===== src/rtl/spinner_multi_if.sv =====
// Spinner control bundle: per-channel buttons, analog deltas, preset
// and the angle outputs back to the game core.
interface spinner_multi_if #(
  parameter int CHANNELS = 2,
  parameter int ANGLE_W  = 4
);
  logic                          strobe;
  logic [CHANNELS-1:0]           minus;
  logic [CHANNELS-1:0]           plus;
  logic [CHANNELS-1:0]           fast;
  logic [9*CHANNELS-1:0]         spin_in;
  logic [CHANNELS-1:0]           preset;
  logic [ANGLE_W-1:0]            preset_val;
  logic [ANGLE_W*CHANNELS-1:0]   spin_out;

  modport master (
    output strobe, minus, plus, fast,
    output spin_in, preset, preset_val,
    input  spin_out
  );

  modport slave (
    input  strobe, minus, plus, fast,
    input  spin_in, preset, preset_val,
    output spin_out
  );
endinterface


===== src/rtl/spinner_multi.sv =====
// Multi-channel spinner position generator: digital buttons plus
// analog deltas into a fractional per-channel position.
module spinner_multi #(
  parameter int CHANNELS = 2,
  parameter int ANGLE_W  = 4,
  parameter int FRAC_W   = 3,
  parameter int SLOW_DIV = 2,
  parameter int FAST_DIV = 1,
  parameter int CLAMP    = 0
) (
  input  logic clk_sys,
  input  logic reset_n,
  spinner_multi_if.slave io
);
  localparam int P    = ANGLE_W + FRAC_W;
  // Extra headroom so pos + step + full analog delta never overflows
  localparam int SW   = (P + 2 > 10) ? P + 2 : 10;
  localparam int DMAX = (SLOW_DIV > FAST_DIV) ? SLOW_DIV : FAST_DIV;
  localparam int CW   = (DMAX > 1) ? $clog2(DMAX) : 1;

  localparam logic signed [SW-1:0] STEP = SW'(1 << FRAC_W);
  localparam logic signed [SW-1:0] PMAX = SW'((1 << P) - 1);
  localparam logic [CW-1:0] RL_F = CW'(FAST_DIV - 1);
  localparam logic [CW-1:0] RL_S = CW'(SLOW_DIV - 1);

  logic r_strobe_d;
  logic r_edge;
  logic r_armed;

  always_ff @(posedge clk_sys or negedge reset_n) begin
    if (!reset_n) begin
      r_strobe_d <= 1'b0;
      r_edge     <= 1'b0;
      r_armed    <= 1'b0;
    end else begin
      r_strobe_d <= io.strobe;
      r_edge     <= io.strobe & ~r_strobe_d;
      r_armed    <= 1'b1;
    end
  end

  for (genvar k = 0; k < CHANNELS; k++) begin : g_ch
    logic [P-1:0]         r_pos;
    logic [CW-1:0]        r_cnt;
    logic                 r_tog;
    logic                 w_dir;
    logic                 w_dstep;
    logic                 w_aevt;
    logic signed [SW-1:0] w_d;
    logic signed [SW-1:0] w_a;
    logic signed [SW-1:0] w_sum;
    logic [P-1:0]         w_next;

    assign w_dir   = io.plus[k] ^ io.minus[k];
    assign w_dstep = w_dir & r_edge & (r_cnt == '0);
    assign w_aevt  = r_armed & (io.spin_in[9*k+8] != r_tog);

    always_comb begin
      w_d = '0;
      if (w_dstep) w_d = io.plus[k] ? STEP : -STEP;
      w_a = '0;
      if (w_aevt)
        w_a = {{(SW-8){io.spin_in[9*k+7]}},
               io.spin_in[9*k +: 8]};
      w_sum  = $signed({{(SW-P){1'b0}}, r_pos}) + w_d + w_a;
      w_next = w_sum[P-1:0];
      if (CLAMP != 0) begin
        if (w_sum[SW-1])       w_next = '0;
        else if (w_sum > PMAX) w_next = '1;
      end
      if (io.preset[k])
        w_next = {io.preset_val, {FRAC_W{1'b0}}};
    end

    always_ff @(posedge clk_sys or negedge reset_n) begin
      if (!reset_n) begin
        r_pos <= '0;
        r_cnt <= '0;
        r_tog <= 1'b0;
      end else begin
        r_tog <= io.spin_in[9*k+8];
        r_pos <= w_next;
        if (!w_dir)
          r_cnt <= '0;
        else if (r_edge) begin
          if (r_cnt == '0) r_cnt <= io.fast[k] ? RL_F : RL_S;
          else             r_cnt <= r_cnt - CW'(1);
        end
      end
    end

    assign io.spin_out[k*ANGLE_W +: ANGLE_W] = r_pos[P-1:FRAC_W];
  end
endmodule

===== src/flat_wrapper.sv =====
// flat-port wrapper written by rule: the top's interface ports become plain ports
module spinner_multi_flat 
#(
  parameter int CHANNELS = 2,
  parameter int ANGLE_W  = 4,
  parameter int FRAC_W   = 3,
  parameter int SLOW_DIV = 2,
  parameter int FAST_DIV = 1,
  parameter int CLAMP    = 0
)
  (clk_sys, reset_n, io_strobe, io_minus, io_plus, io_fast, io_spin_in, io_preset, io_preset_val, io_spin_out);
  spinner_multi_if #(.CHANNELS(CHANNELS), .ANGLE_W(ANGLE_W)) io_i ();
  input  logic clk_sys;
  input  logic reset_n;
  input wire logic [$bits(io_i.strobe)-1:0] io_strobe;
  input wire logic [$bits(io_i.minus)-1:0] io_minus;
  input wire logic [$bits(io_i.plus)-1:0] io_plus;
  input wire logic [$bits(io_i.fast)-1:0] io_fast;
  input wire logic [$bits(io_i.spin_in)-1:0] io_spin_in;
  input wire logic [$bits(io_i.preset)-1:0] io_preset;
  input wire logic [$bits(io_i.preset_val)-1:0] io_preset_val;
  output wire logic [$bits(io_i.spin_out)-1:0] io_spin_out;
  assign io_i.strobe = io_strobe;
  assign io_i.minus = io_minus;
  assign io_i.plus = io_plus;
  assign io_i.fast = io_fast;
  assign io_i.spin_in = io_spin_in;
  assign io_i.preset = io_preset;
  assign io_i.preset_val = io_preset_val;
  assign io_spin_out = io_i.spin_out;
  spinner_multi #(.CHANNELS(CHANNELS), .ANGLE_W(ANGLE_W), .FRAC_W(FRAC_W), .SLOW_DIV(SLOW_DIV), .FAST_DIV(FAST_DIV), .CLAMP(CLAMP)) u_core (.clk_sys(clk_sys), .reset_n(reset_n), .io(io_i));
endmodule

===== config.mk =====
export PLATFORM = sky130hd
export DESIGN_NAME = spinner_multi_flat
export DESIGN_NICKNAME = d
export VERILOG_FILES = /design/src/rtl/spinner_multi_if.sv /design/src/rtl/spinner_multi.sv /design/src/flat_wrapper.sv
export SDC_FILE = /design/constraint.sdc
export NUM_CORES = 1
export LEC_CHECK = 0
export CORE_AREA = 2 2 54 69
export DETAILED_ROUTE_END_ITERATION = 12
export DIE_AREA = 0 0 56 71
export GPL_TIMING_DRIVEN = 0
export MAX_ROUTING_LAYER = met4
export PLACE_DENSITY = 0.77
export SYNTH_ARGS = -nofsm -noshare
export SYNTH_HDL_FRONTEND = slang
export SYNTH_SLANG_ARGS = --single-unit

===== constraint.sdc =====
create_clock -name clk_sys -period 3.45 [get_ports clk_sys]
set_input_delay 0.5175 -clock clk_sys [delete_from_list [all_inputs] [get_ports clk_sys]]
set_output_delay 0.5175 -clock clk_sys [all_outputs]
set_load 0.01 [all_outputs]

# Yosys cells after proc, flatten, opt, wreduce, memory -nomap -nowiden
# Cells that the tools add are included.
[totals] in_bits=33 out_inout_bits=8 register_bits=21
[classes] add_sub_neg=6 n_bitwise=12 mux=16 eq_ne=4
[ops] operator="7-bit 2-to-1 mux" count=8
[ops] operator="7-bit adder" count=4
[ops] operator="1-bit 2-to-1 mux" count=8
[ops] operator="1-bit bitwise AND" count=7
[ops] operator="2-bit by 1-bit inequality test with 1-bit output, second input constant" count=2
[ops] operator="1-bit NOT" count=3
[ops] operator="1-bit inequality test" count=2
[ops] operator="1-bit subtractor, second input constant" count=2
[ops] operator="1-bit XOR" count=2

# Longest topological paths before layout
# Gate-level depths: netlist of the first run.
[depth] word_depth=7 depth_mapped=11 depth_no_buf=11

# Worst setup path after synthesis of the first run
# No wires, ideal clock.
[synth_timing] path_kind="in2reg" startpoint="input io_spin_in[8]" endpoint="register u_core.g_ch[0].r_pos[6]" path_buffers=0 cell_stages=9 slack_ps=885 arrival_time_ps=2440 path_cell_list="xor2_1 and3_1 fa_1 ha_1 o21ai_0 o21bai_1 a21oi_1 xnor2_1 mux2_2"
[synth_via] elab_chain_len=5
[synth_lines] element="start, declared" line="flat_wrapper.sv:19" text="input wire logic [$bits(io_i.spin_in)-1:0] io_spin_in;"
[synth_lines] element="1-bit inequality test" line="spinner_multi.sv:56" text="assign w_aevt = r_armed & (io.spin_in[9*k+8] != r_tog);"
[synth_lines] element="1-bit bitwise AND" line="spinner_multi.sv:56"
[synth_lines] element="7-bit 2-to-1 mux" line="spinner_multi.sv:62" text="if (w_aevt)"
[synth_lines] element="7-bit adder" line="spinner_multi.sv:65" text="w_sum = $signed({{(SW-P){1'b0}}, r_pos}) + w_d + w_a;"
[synth_lines] element="7-bit 2-to-1 mux" line="spinner_multi.sv:71" text="if (io.preset[k])"
[synth_lines] element="named net u_core.g_ch[0].w_next[6]" line="spinner_multi.sv:52" text="logic [P-1:0] w_next;"
[synth_lines] element="end signal, assigned" line="spinner_multi.sv:82" text="r_pos <= w_next;"
[synth_lines] element="end, declared" line="spinner_multi.sv:43" text="logic [P-1:0] r_pos;"
# The timed path passes the listed nets, and every way through them passes these cells.
# A chain may end at the register's enable or synchronous reset.

# Worst setup path after layout of the first run
# Ends and elaborated chain as after synthesis.

==> impl_metrics.env, run 1 <==
export IMPL_outcome="completed"
export IMPL_path_class="in -> reg"
export IMPL_max_freq_mhz=322.3
export IMPL_cts_sinks=21
export IMPL_ys_seq_area_share_pct=33.73
export IMPL_synthArstFlopShare_pct=100.0
export IMPL_ys_warn_count=0
export IMPL_slew_viol_final=0
export IMPL_io_buffers=36
export IMPL_drt_total_wl_microns=3306
export IMPL_routedWlPerCell_microns=14.31
export IMPL_cpPeakStageDelay_ns=0.49
export IMPL_final_area_sq_um=2013
export IMPL_synth_top_area_cell="dfrtp_1"
export IMPL_maxCapViolations=0
export IMPL_drt_iter0_drc=12
export IMPL_synth_edff_count=0
export IMPL_crit_path_top_delay_cell="clkdlybuf4s50_1"
export IMPL_worstMarginPinSlew_ns=0.9237
export IMPL_dieArea_sq_um=3976
export IMPL_synth_most_common_cell="dfrtp_1"
export IMPL_place_inst=227
export IMPL_die_y_microns=71
export IMPL_period_share_pct=89.93
export IMPL_hold_slack_ns=0.3950
export IMPL_hpwl_microns=2666
export IMPL_viasPerCell=5.078
export IMPL_route_detailed_drc=0
export IMPL_overflow=0
export IMPL_ir_worst_vdd_v=0.0003095
export IMPL_rsz0062_at_grt="false"
export IMPL_critPathLaunchType="input pin"
export IMPL_maxSlewHeadroom_pct=38.23
export IMPL_post_cts_buffers=0
export IMPL_final_antenna_net_count=0
export IMPL_drive_gt1_share_pct=8.333
export IMPL_synth_cells=152
export IMPL_row_count=24
export IMPL_path_cells="clkdlybuf4s50_1 > xor2_1 > and3_1 > fa_1 > ha_1 > o21ai_0 > o21bai_1 > a21oi_1 > xnor2_1 > mux2_2"
export IMPL_grt_pass1_wl_microns=5823
export IMPL_grt_max_degree=22
export IMPL_worstPathMaxFanout=7
export IMPL_ios=41
export IMPL_finalNetCount=250
export IMPL_insertion_delay_ns=0.26
export IMPL_ys_flop_type="dfrtp_1"
export IMPL_path_clk_slew_ns=0.08
export IMPL_cp_end_kind="flip-flop"
export IMPL_timing_critical_path_buf_inv=1
export IMPL_firstDrtPassIters=4
export IMPL_area_delta_synth_final_pct=29.24
export IMPL_avgSynthCellArea_sq_um=10.25
export IMPL_cts_resized=0
export IMPL_synth_commonest_cells="dfrtp_1 (21), ha_1 (16), inv_1 (16), and3_1 (10), xnor2_1 (10)"
export IMPL_final_cells=231
export IMPL_routabilityCongestion=0.7906
export IMPL_hold_viol_final=0
export IMPL_synth_area_leaders="dfrtp_1 (34%), ha_1 (13%), fa_1 (10%), xnor2_1 (5.6%), xor2_1 (4.5%)"
export IMPL_cts_tree="done"
export IMPL_grt_pass1_vias=1373
export IMPL_p_per_area_nw_per_um2=392.6
export IMPL_cts_buffers=3
export IMPL_syn_num_nets=209
export IMPL_yosysTopAreaCellShare_pct=33.73
export IMPL_core_area_sq_um=3363
export IMPL_ys_types=23
export IMPL_antenna_found_initial=0
export IMPL_hold_buffers=0
export IMPL_htreeDepth=1
export IMPL_required_ns=3.60
export IMPL_diodes=0
export IMPL_die_w_microns=56
export IMPL_final_setup_skew_ns=0.003809
export IMPL_max_clock_path_buffers=2
export IMPL_p_leak_nw=0.9900
export IMPL_start_util_pct=46.32
export IMPL_placed_area_sq_um=1967
export IMPL_cts_root_buffer="clkbuf_8"
export IMPL_path_delay_family="adder cells"
export IMPL_hold_path_class="reg -> reg"
export IMPL_track_usage_pct=19.16
export IMPL_finalSetupViolations=0
export IMPL_yosys_register_bits=21
export IMPL_cp_arrival_ns=3.25
export IMPL_fin_setup_tns_ns=0
export IMPL_period_needed_ns=3.102
export IMPL_syn_area_sq_um=1558
export IMPL_vias=1173
## where the power goes
part           internal, mW  switching [mW]
clock                0.0804          0.0812
sequential            0.278          0.0234
combinational         0.188           0.139
## placed cells by master, fill, tap and decap left out, types with 3 or more instances in the layout
| cell type | netlist | layout |
|---|---|---|
| o21ai_0 | 8 | 8 |
| inv_1 | 16 | 16 |
| a21o_1 | 4 | 4 |
| xnor2_1 | 10 | 10 |
| dfrtp_1 | 21 | 21 |
| clkbuf_1 | 3 | 3 |
| and3_1 | 10 | 10 |
| fa_1 | 8 | 8 |
| clkdlybuf4s50_1 | 0 | 36 |
| buf_4 | 8 | 8 |
| ha_1 | 16 | 16 |
| nor2b_1 | 5 | 5 |
| nor2_1 | 6 | 6 |
| nand2_1 | 6 | 6 |
| xor2_1 | 8 | 8 |
| nand3_1 | 4 | 4 |
| clkbuf_8 | 0 | 3 |
| a21oi_1 | 6 | 6 |
## worst register-to-register path, stage by stage (launching register included)
cell	delay [ns]
dfrtp_1	0.41
clkbuf_1	0.38
and3_1	0.25
fa_1	0.43
ha_1	0.37
o21ai_0	0.18
o21bai_1	0.09
a21oi_1	0.18
xnor2_1	0.08
mux2_2	0.26
## worst paths after layout
| check | cells after the start | startpoint | slack, ns | end |
|---|---|---|---|---|
| worst min-delay path | 1 | u_core.r_strobe_d$_DFF_PN0_ | 0.39 | u_core.r_edge$_DFF_PN0_ |
| worst max register to register | 9 | u_core.r_armed$_DFF_PN0_ | 0.71 | u_core.g_ch[0].r_pos[6]$_DFF_PN0_ |
| worst max-delay path | 10 | io_spin_in[8] | 0.35 | u_core.g_ch[0].r_pos[6]$_DFF_PN0_ |
| worst min register to register | 1 | u_core.r_strobe_d$_DFF_PN0_ | 0.39 | u_core.r_edge$_DFF_PN0_ |
| min in group asynchronous | 1 | reset_n | 0.77 | u_core.g_ch[1].r_pos[0]$_DFF_PN0_ |
| max in group asynchronous | 1 | reset_n | 2.11 | u_core.g_ch[0].r_cnt$_DFFE_PN0P_ |
## final cells by class
| type | count | area [sq um] |
|---|---|---|
| flip-flops and latches | 21 | 525.5 |
| clock buffers | 3 | 41.29 |
| clock inverters | 1 | 5.005 |
| repair buffers | 36 | 360.3 |
| multi-input cells | 104 | 900.9 |
| well taps | 39 | 48.80 |
| fillers | 315 | 1350 |
| inverters | 16 | 60.06 |
| plain buffers | 11 | 71.32 |
## registers in the layout (all words and copies together), names as in the netlist
register           count
u_core.g_ch.r_cnt      2
u_core.r_strobe_d      1
u_core.g_ch.r_tog      2
u_core.r_armed         1
u_core.g_ch.r_pos     14
u_core.r_edge          1
## logic make-up after synthesis
family / after synthesis / synth area share, %
simple gates: 35 / 13.25
buf+inv: 27 / 8.434
fa+ha+maj: 24 / 23.13
compound gates: 22 / 8.353
flops: 21 / 33.73
xor+xnor: 18 / 10.12
mux: 4 / 2.731
other cells: 1 / 0.2407
## through the flow
step / worst slack [ns] / power, mW / utilization (%)
after global placement: 0.1231 / 0.6151 / 58.48
after CTS: 0.3272 / 0.8008 / 59.86
after global routing: 0.07246 / 0.8518 / 59.86
final: 0.3475 / 0.7903 / 59.86
after floorplan: 0.8849 / 0.5081 / -
after detailed placement: 0.05103 / 0.6331 / 58.48
## layer usage
layer  global-route usage [%]  up-vias  wire (microns)
met3                    2.925       12             142
met4                    8.466        0             100
met5                        -        -               0
met2                    33.20       40            1748
li1                         -      574               -
met1                    21.75      547            1315
Power figures use the tool's default switching activity.
==> inputs of run 2 (changes only) <==
ABC_AREA = 1   (was default)
CORE_AREA = 2 2 57 72   (was 2 2 54 69)
DIE_AREA = 0 0 59 74   (was 0 0 56 71)
==> run 2 against run 1 <==
Compared with the run above:
- worst setup slack better by 0.26 ns
- cell area is 12% higher
- clock power is 6% higher
- register-to-register slack better by 0.22 ns
- utilization is 1.3 points higher
- routed wire length is 3.3% higher
- sequential share of layout area is 2.8 points lower
- synthesized cell count is 59% higher
- flip-flop and latch count stayed put
- critical path depth is 7 higher
- area after synthesis is 14% higher
==> impl_metrics.env, run 2 <==
export IMPL_synth_commonest_cells="inv_1 (57), nand2_1 (47), nor2_1 (29), dfrtp_1 (21), ha_1 (16)"
export IMPL_worstPathMaxFanout=5
export IMPL_period_share_pct=82.35
export IMPL_antenna_found_initial=0
export IMPL_synth_most_common_cell="inv_1"
export IMPL_max_freq_mhz=352.0
export IMPL_routedWlPerCell_microns=10.54
export IMPL_ys_types=22
export IMPL_r2r_slack_ns=0.93
export IMPL_finalSetupViolations=0
export IMPL_ys_seq_area_share_pct=29.56
export IMPL_critPathLaunchType="input pin"
export IMPL_route_detailed_drc=0
export IMPL_finalNetCount=342
export IMPL_slew_viol_final=0
export IMPL_synth_edff_count=0
export IMPL_synth_area_leaders="dfrtp_1 (30%), inv_1 (12%), ha_1 (11%), nand2_1 (9.9%), fa_1 (9.0%)"
export IMPL_placed_area_sq_um=2208
export IMPL_cts_buffers=3
export IMPL_maxCapViolations=0
export IMPL_hold_end="u_core.r_edge$_DFF_PN0_"
export IMPL_p_per_area_nw_per_um2=341.5
export IMPL_final_antenna_net_count=0
export IMPL_hold_path_class="reg -> reg"
export IMPL_maxSlewHeadroom_pct=36.08
export IMPL_grt_pass1_wl_microns=6037
export IMPL_viasPerCell=4.657
export IMPL_path_clk_slew_ns=0.09
export IMPL_crit_path_top_delay_cell="clkdlybuf4s50_1"
export IMPL_cts_root_buffer="clkbuf_8"
export IMPL_highest_layer="met4"
export IMPL_cts_tree="done"
export IMPL_firstDrtPassIters=4
export IMPL_ys_flop_type="dfrtp_1"
export IMPL_period_needed_ns=2.841
export IMPL_syn_num_nets=299
export IMPL_grt_pass1_vias=1510
export IMPL_rsz0062_at_grt="false"
export IMPL_synth_cells=242
export IMPL_yosys_register_bits=21
export IMPL_drive_gt1_share_pct=11.27
export IMPL_htreeDepth=1
export IMPL_row_count=25
export IMPL_layout_common_cells="inv_1 (57), nand2_1 (47), clkdlybuf4s50_1 (38), nor2_1 (29), dfrtp_1 (21)"
export IMPL_final_setup_skew_ns=0.006142
export IMPL_drt_total_wl_microns=3415
export IMPL_cp_arrival_ns=2.98
export IMPL_synthArstFlopShare_pct=100.0
export IMPL_io_buffers=38
export IMPL_hold_viol_final=0
export IMPL_hpwl_microns=2834
export IMPL_dieArea_sq_um=4366
export IMPL_grt_max_degree=22
export IMPL_cts_sinks=21
export IMPL_top_regs="u_core.g_ch.r_pos x14, u_core.g_ch.r_cnt x2, u_core.g_ch.r_tog x2"
export IMPL_ir_worst_vdd_v=0.0001596
export IMPL_post_cts_buffers=0
export IMPL_wl_met3_microns=113
export IMPL_insertion_delay_ns=0.27
export IMPL_die_y_microns=74
export IMPL_post_route_util_pct=61.15
export IMPL_largest_register_ffs=14
export IMPL_reg2reg_depth=15
export IMPL_ios=41
export IMPL_die_w_microns=59
export IMPL_cpMostUsedCell="nand2_1"
export IMPL_cpPeakStageDelay_ns=0.50
export IMPL_syn_area_sq_um=1778
export IMPL_p_leak_nw=1.223
export IMPL_cp_depth=17
export IMPL_required_ns=3.59
export IMPL_avgSynthCellArea_sq_um=7.347
export IMPL_core_area_sq_um=3691
export IMPL_synth_top_area_cell="dfrtp_1"
export IMPL_vias=1509
export IMPL_routabilityCongestion=0.8081
export IMPL_track_usage_pct=18.68
export IMPL_drt_iter0_drc=35
export IMPL_diodes=0
export IMPL_start_util_pct=48.17
export IMPL_worstMarginPinSlew_ns=0.9558
export IMPL_hold_buffers=0
export IMPL_fin_setup_tns_ns=0
export IMPL_rr_startpoint="u_core.g_ch[1].r_tog$_DFF_PN0_"
export IMPL_path_class="in -> reg"
export IMPL_layout_commonest_cell="inv_1"
export IMPL_path_delay_family="buffers and inverters"
export IMPL_outcome="completed"
export IMPL_yosysTopAreaCellShare_pct=29.56
export IMPL_dr_wl_met2_microns=1695
export IMPL_area_delta_synth_final_pct=26.95
export IMPL_path_cells="clkdlybuf4s50_1 > nand2_1 > nand2_1 > nor2_1 > inv_1 > nor2_1 > ha_1 > ha_1 > inv_1 > fa_1 > inv_1 > nand2_1 > nand2_1 > nand2_1 > and3_1 > o21ai_0 > o21ai_0"
export IMPL_timing_critical_path_buf_inv=4
export IMPL_min_delay_start="u_core.r_strobe_d$_DFF_PN0_"
export IMPL_whs_path_depth=1
export IMPL_final_area_sq_um=2257
export IMPL_wl_met1_microns=1564
export IMPL_cp_end_kind="flip-flop"
export IMPL_max_clock_path_buffers=2
export IMPL_largest_register="u_core.g_ch.r_pos"
export IMPL_overflow=0
export IMPL_ys_warn_count=0
export IMPL_r2r_end="u_core.g_ch[1].r_pos[5]$_DFF_PN0_"
export IMPL_cts_resized=0
==> run 2: cell count changes after synthesis, moves of 4 or more <==
cell,previous run,this run
inv_1,16,57
a21o_1,4,0
nand2_1,6,47
and3_1,10,2
nand2_2,0,7
xnor2_1,10,2
nor2b_1,5,0
or2_2,0,4
xor2_1,8,0
nand3_1,4,14
nor2_1,6,29
==> run 2: kinds of logic (layout without fill, tap and decap cells) <==
kind of cell	Yosys count	in the layout	share of synthesized area, %
and+or+nand+nor	113	113	29.06
buffers and inverters	67	109	15.83
adders and majority gates	24	24	20.27
DFF	21	21	29.56
AOI/OAI and AO/OA	14	14	4.082
xor gates and xnor gates	2	2	0.9854
other	1	1	0.2109
==> run 2: metrics by stage <==
| stage | cells | total power, mW | setup slack [ns] | hold WS (ns) |
|---|---|---|---|---|
| detailed placement | 320 | 0.6046 | 0.3237 | 0.3970 |
| global placement | 320 | 0.5965 | 0.3560 | 0.3841 |
| CTS | 324 | 0.7834 | 0.5944 | 0.4057 |
| floorplan | 242 | 0.4900 | 1.067 | 0.2219 |
| finish | 324 | 0.7708 | 0.6088 | 0.4017 |
| global route | 324 | 0.8338 | 0.3484 | 0.4143 |
==> run 2: final cells by class <==
type	instances	area, sq um
fillers	350	1434
multi-input cells	154	970.9
flip-flops and latches	21	525.5
repair buffers	38	380.4
inverters	59	221.5
plain buffers	8	60.06
well taps	40	50.05
clock buffers	3	41.29
clock inverters	1	7.507
==> run 2: worst reg2reg max path, stage by stage (launching register included) <==
cell,delay (ns)
dfrtp_1,0.39
nor2_1,0.17
nor2_1,0.09
inv_1,0.18
nor2_1,0.07
ha_1,0.27
ha_1,0.18
inv_1,0.07
fa_1,0.35
inv_1,0.08
nand2_1,0.06
nand2_1,0.06
nand2_1,0.06
and3_1,0.14
o21ai_0,0.12
o21ai_0,0.11
==> run 2: how the worst max path moves through the flow <==
stage                                        endpoint           start
floorplan           u_core.g_ch[1].r_pos[4]$_DFF_PN0_  io_spin_in[17]
global placement    u_core.g_ch[1].r_pos[5]$_DFF_PN0_  io_spin_in[17]
detailed placement  u_core.g_ch[1].r_pos[5]$_DFF_PN0_  io_spin_in[17]
CTS                 u_core.g_ch[1].r_pos[5]$_DFF_PN0_  io_spin_in[17]
global route        u_core.g_ch[1].r_pos[5]$_DFF_PN0_  io_spin_in[17]
finish              u_core.g_ch[1].r_pos[5]$_DFF_PN0_  io_spin_in[17]
==> run 2: power by group <==
part	leakage, nW	internal, mW	total [mW]	switching, mW
clock	0.0217	0.0819	0.172	0.0906
combinational	0.937	0.159	0.307	0.148
sequential	0.264	0.272	0.292	0.0195
==> run 2: layer usage <==
layer | vias up | global-route usage, %
met5 | - | -
met4 | 0 | 6.061
met3 | 4 | 2.609
met2 | 27 | 31.73
met1 | 677 | 22.79
li1 | 801 | -
==> inputs of run 3 (changes only) <==
clock period = 2.9 ns   (was 3.45 ns; I/O delays follow)
==> run 3 against run 2 <==
Compared with the run above:
- sequential share of layout area fell by 0.13 points
- clock power grew 19%
- non-clock buffer count is the same
- worst hold slack hardly changed
- clock skew about the same
- routed wire length grew 0.29%
- flip-flop and latch count did not move
- combinational power is 20% higher
- cell count stayed put
- power rose by 19%
- via count up 0.20%
==> impl_metrics.env, run 3 (synthesis results as in run 2) <==
export IMPL_outcome="completed"
export IMPL_vias=1512
export IMPL_firstDrtPassIters=4
export IMPL_cts_root_buffer="clkbuf_8"
export IMPL_n_fill_cell=347
export IMPL_drive_gt1_share_pct=13.73
export IMPL_diodes=0
export IMPL_path_delay_family="simple AND/OR/NAND/NOR gates"
export IMPL_multi_input_area_sq_um=983.4
export IMPL_largest_register_ffs=14
export IMPL_max_freq_mhz=370.5
export IMPL_maxSlewHeadroom_pct=35.56
export IMPL_area_delta_synth_final_pct=27.66
export IMPL_p_per_area_nw_per_um2=405.2
export IMPL_worstPathMaxFanout=5
export IMPL_viasPerCell=4.667
export IMPL_finalNetCount=342
export IMPL_period_share_pct=93.07
export IMPL_hold_path_class="reg -> reg"
export IMPL_hpwl_microns=2834
export IMPL_path_class="in -> reg"
export IMPL_layout_common_cells="inv_1 (55), nand2_1 (47), clkdlybuf4s50_1 (38), nor2_1 (26), dfrtp_1 (21)"
export IMPL_drt_total_wl_microns=3425
export IMPL_path_cells="clkdlybuf4s50_1 > nand2_1 > nand2_1 > nor2_2 > inv_2 > nor2_1 > fa_1 > ha_1 > nand2_1 > nand3_1 > or2_2 > nand3_1 > o21ai_0"
export IMPL_hold_viol_final=0
export IMPL_largest_register="u_core.g_ch.r_pos"
export IMPL_period_needed_ns=2.699
export IMPL_route_detailed_drc=0
export IMPL_cp_arrival_ns=2.85
export IMPL_cts_resized=0
export IMPL_grt_max_degree=22
export IMPL_grt_pass1_vias=1510
export IMPL_seq_area_sq_um=525.5
export IMPL_crit_path_top_delay_cell="clkdlybuf4s50_1"
export IMPL_io_buffers=38
export IMPL_fin_total_pwr_uw=919.8
export IMPL_die_y_microns=74
export IMPL_final_area_sq_um=2270
export IMPL_cts_sinks=21
export IMPL_dieArea_sq_um=4366
export IMPL_overflow=0
export IMPL_final_setup_skew_ns=0.006450
export IMPL_die_w_microns=59
export IMPL_finalSetupViolations=0
export IMPL_worstMarginPinSlew_ns=0.9636
export IMPL_core_area_sq_um=3691
export IMPL_top_regs="u_core.g_ch.r_pos x14, u_core.g_ch.r_cnt x2, u_core.g_ch.r_tog x2"
export IMPL_hold_buffers=0
export IMPL_start_util_pct=48.17
export IMPL_placed_area_sq_um=2208
export IMPL_drt_iter0_drc=21
export IMPL_antenna_found_initial=0
export IMPL_path_clk_slew_ns=0.09
export IMPL_track_usage_pct=18.68
export IMPL_timing_critical_path_buf_inv=2
export IMPL_post_cts_buffers=0
export IMPL_row_count=25
export IMPL_cts_tree="done"
export IMPL_routedWlPerCell_microns=10.57
export IMPL_max_clock_path_buffers=2
export IMPL_ios=41
export IMPL_routabilityCongestion=0.8081
export IMPL_critPathLaunchType="input pin"
export IMPL_required_ns=3.05
export IMPL_cpPeakStageDelay_ns=0.46
export IMPL_cp_end_kind="flip-flop"
export IMPL_p_leak_nw=1.216
export IMPL_rsz0062_at_grt="false"
export IMPL_final_antenna_net_count=0
export IMPL_layout_commonest_cell="inv_1"
export IMPL_maxCapViolations=0
export IMPL_grt_pass1_wl_microns=6037
export IMPL_ir_worst_vdd_v=0.0001902
export IMPL_insertion_delay_ns=0.27
export IMPL_cts_buffers=3
export IMPL_cpMostUsedCell="nand2_1"
export IMPL_slew_viol_final=0
export IMPL_htreeDepth=1
run 3: final cells by class:
type | count | area share (%)
buffer | 8 | 2.646
clock buffer | 3 | 1.819
clock inverter | 1 | 0.3308
inverter | 59 | 9.757
multi-input combinational | 154 | 43.33
sequential | 21 | 23.15
tap | 40 | 2.205
timing repair buffer | 38 | 16.76
run 3: path summary, 6_finish.rpt:
check | startpoint | to | slack [ns] | depth (start not counted)
min in group asynchronous | reset_n | u_core.g_ch[1].r_pos[1]$_DFF_PN0_ | 0.70 | 1
max in group asynchronous | reset_n | u_core.r_armed$_DFF_PN0_ | 1.62 | 1
setup / recovery | io_spin_in[17] | u_core.g_ch[1].r_pos[4]$_DFF_PN0_ | 0.20 | 13
setup reg to reg | u_core.g_ch[1].r_tog$_DFF_PN0_ | u_core.g_ch[1].r_pos[4]$_DFF_PN0_ | 0.46 | 12
hold reg to reg | u_core.r_strobe_d$_DFF_PN0_ | u_core.r_edge$_DFF_PN0_ | 0.40 | 1
hold / removal | u_core.r_strobe_d$_DFF_PN0_ | u_core.r_edge$_DFF_PN0_ | 0.40 | 1
run 3: per-layer routing:
metal	up-vias	part of all wire [%]	global-route usage, %	routed length, microns
met5	-	0	-	0
met4	0	1.2	6.061	42
met3	4	3.3	2.609	113
met2	27	50	31.73	1698
met1	681	46	22.79	1571
li1	800	-	-	-
run 3: power breakdown:
part | switching, mW | total [mW] | leakage [nW] | internal, mW
registers | 0.0234 | 0.347 | 0.264 | 0.324
clock network | 0.108 | 0.205 | 0.0217 | 0.0974
logic | 0.177 | 0.367 | 0.931 | 0.190
total | 0.308 | 0.920 | 1.22 | 0.611
run 3: metrics by stage:
| stage | TNS (ns) | hold slack (ns) | setup slack (ns) | cells | utilization [%] |
|---|---|---|---|---|---|
| final | 0 | 0.4015 | 0.2009 | 324 | 61.49 |
| after global routing | 0 | 0.4143 | 0.0004516 | 324 | 61.49 |
| after CTS | 0 | 0.4057 | 0.1269 | 324 | 61.15 |
| after detailed placement | -0.5381 | 0.3970 | -0.1438 | 320 | 59.83 |
| after global placement | -0.3419 | 0.3841 | -0.1115 | 320 | 59.83 |
| after floorplan | 0 | 0.1394 | 0.5997 | 242 | - |
run 3: worst reg2reg max path: cells and delay by family (launching register included):
family / cells / cell delay, ns
DFF: 1 / 0.40
and+or+nand+nor: 8 / 0.95
AOI/OAI and AO/OA: 1 / 0.07
adders and majority gates: 2 / 0.82
buffers and inverters: 1 / 0.09
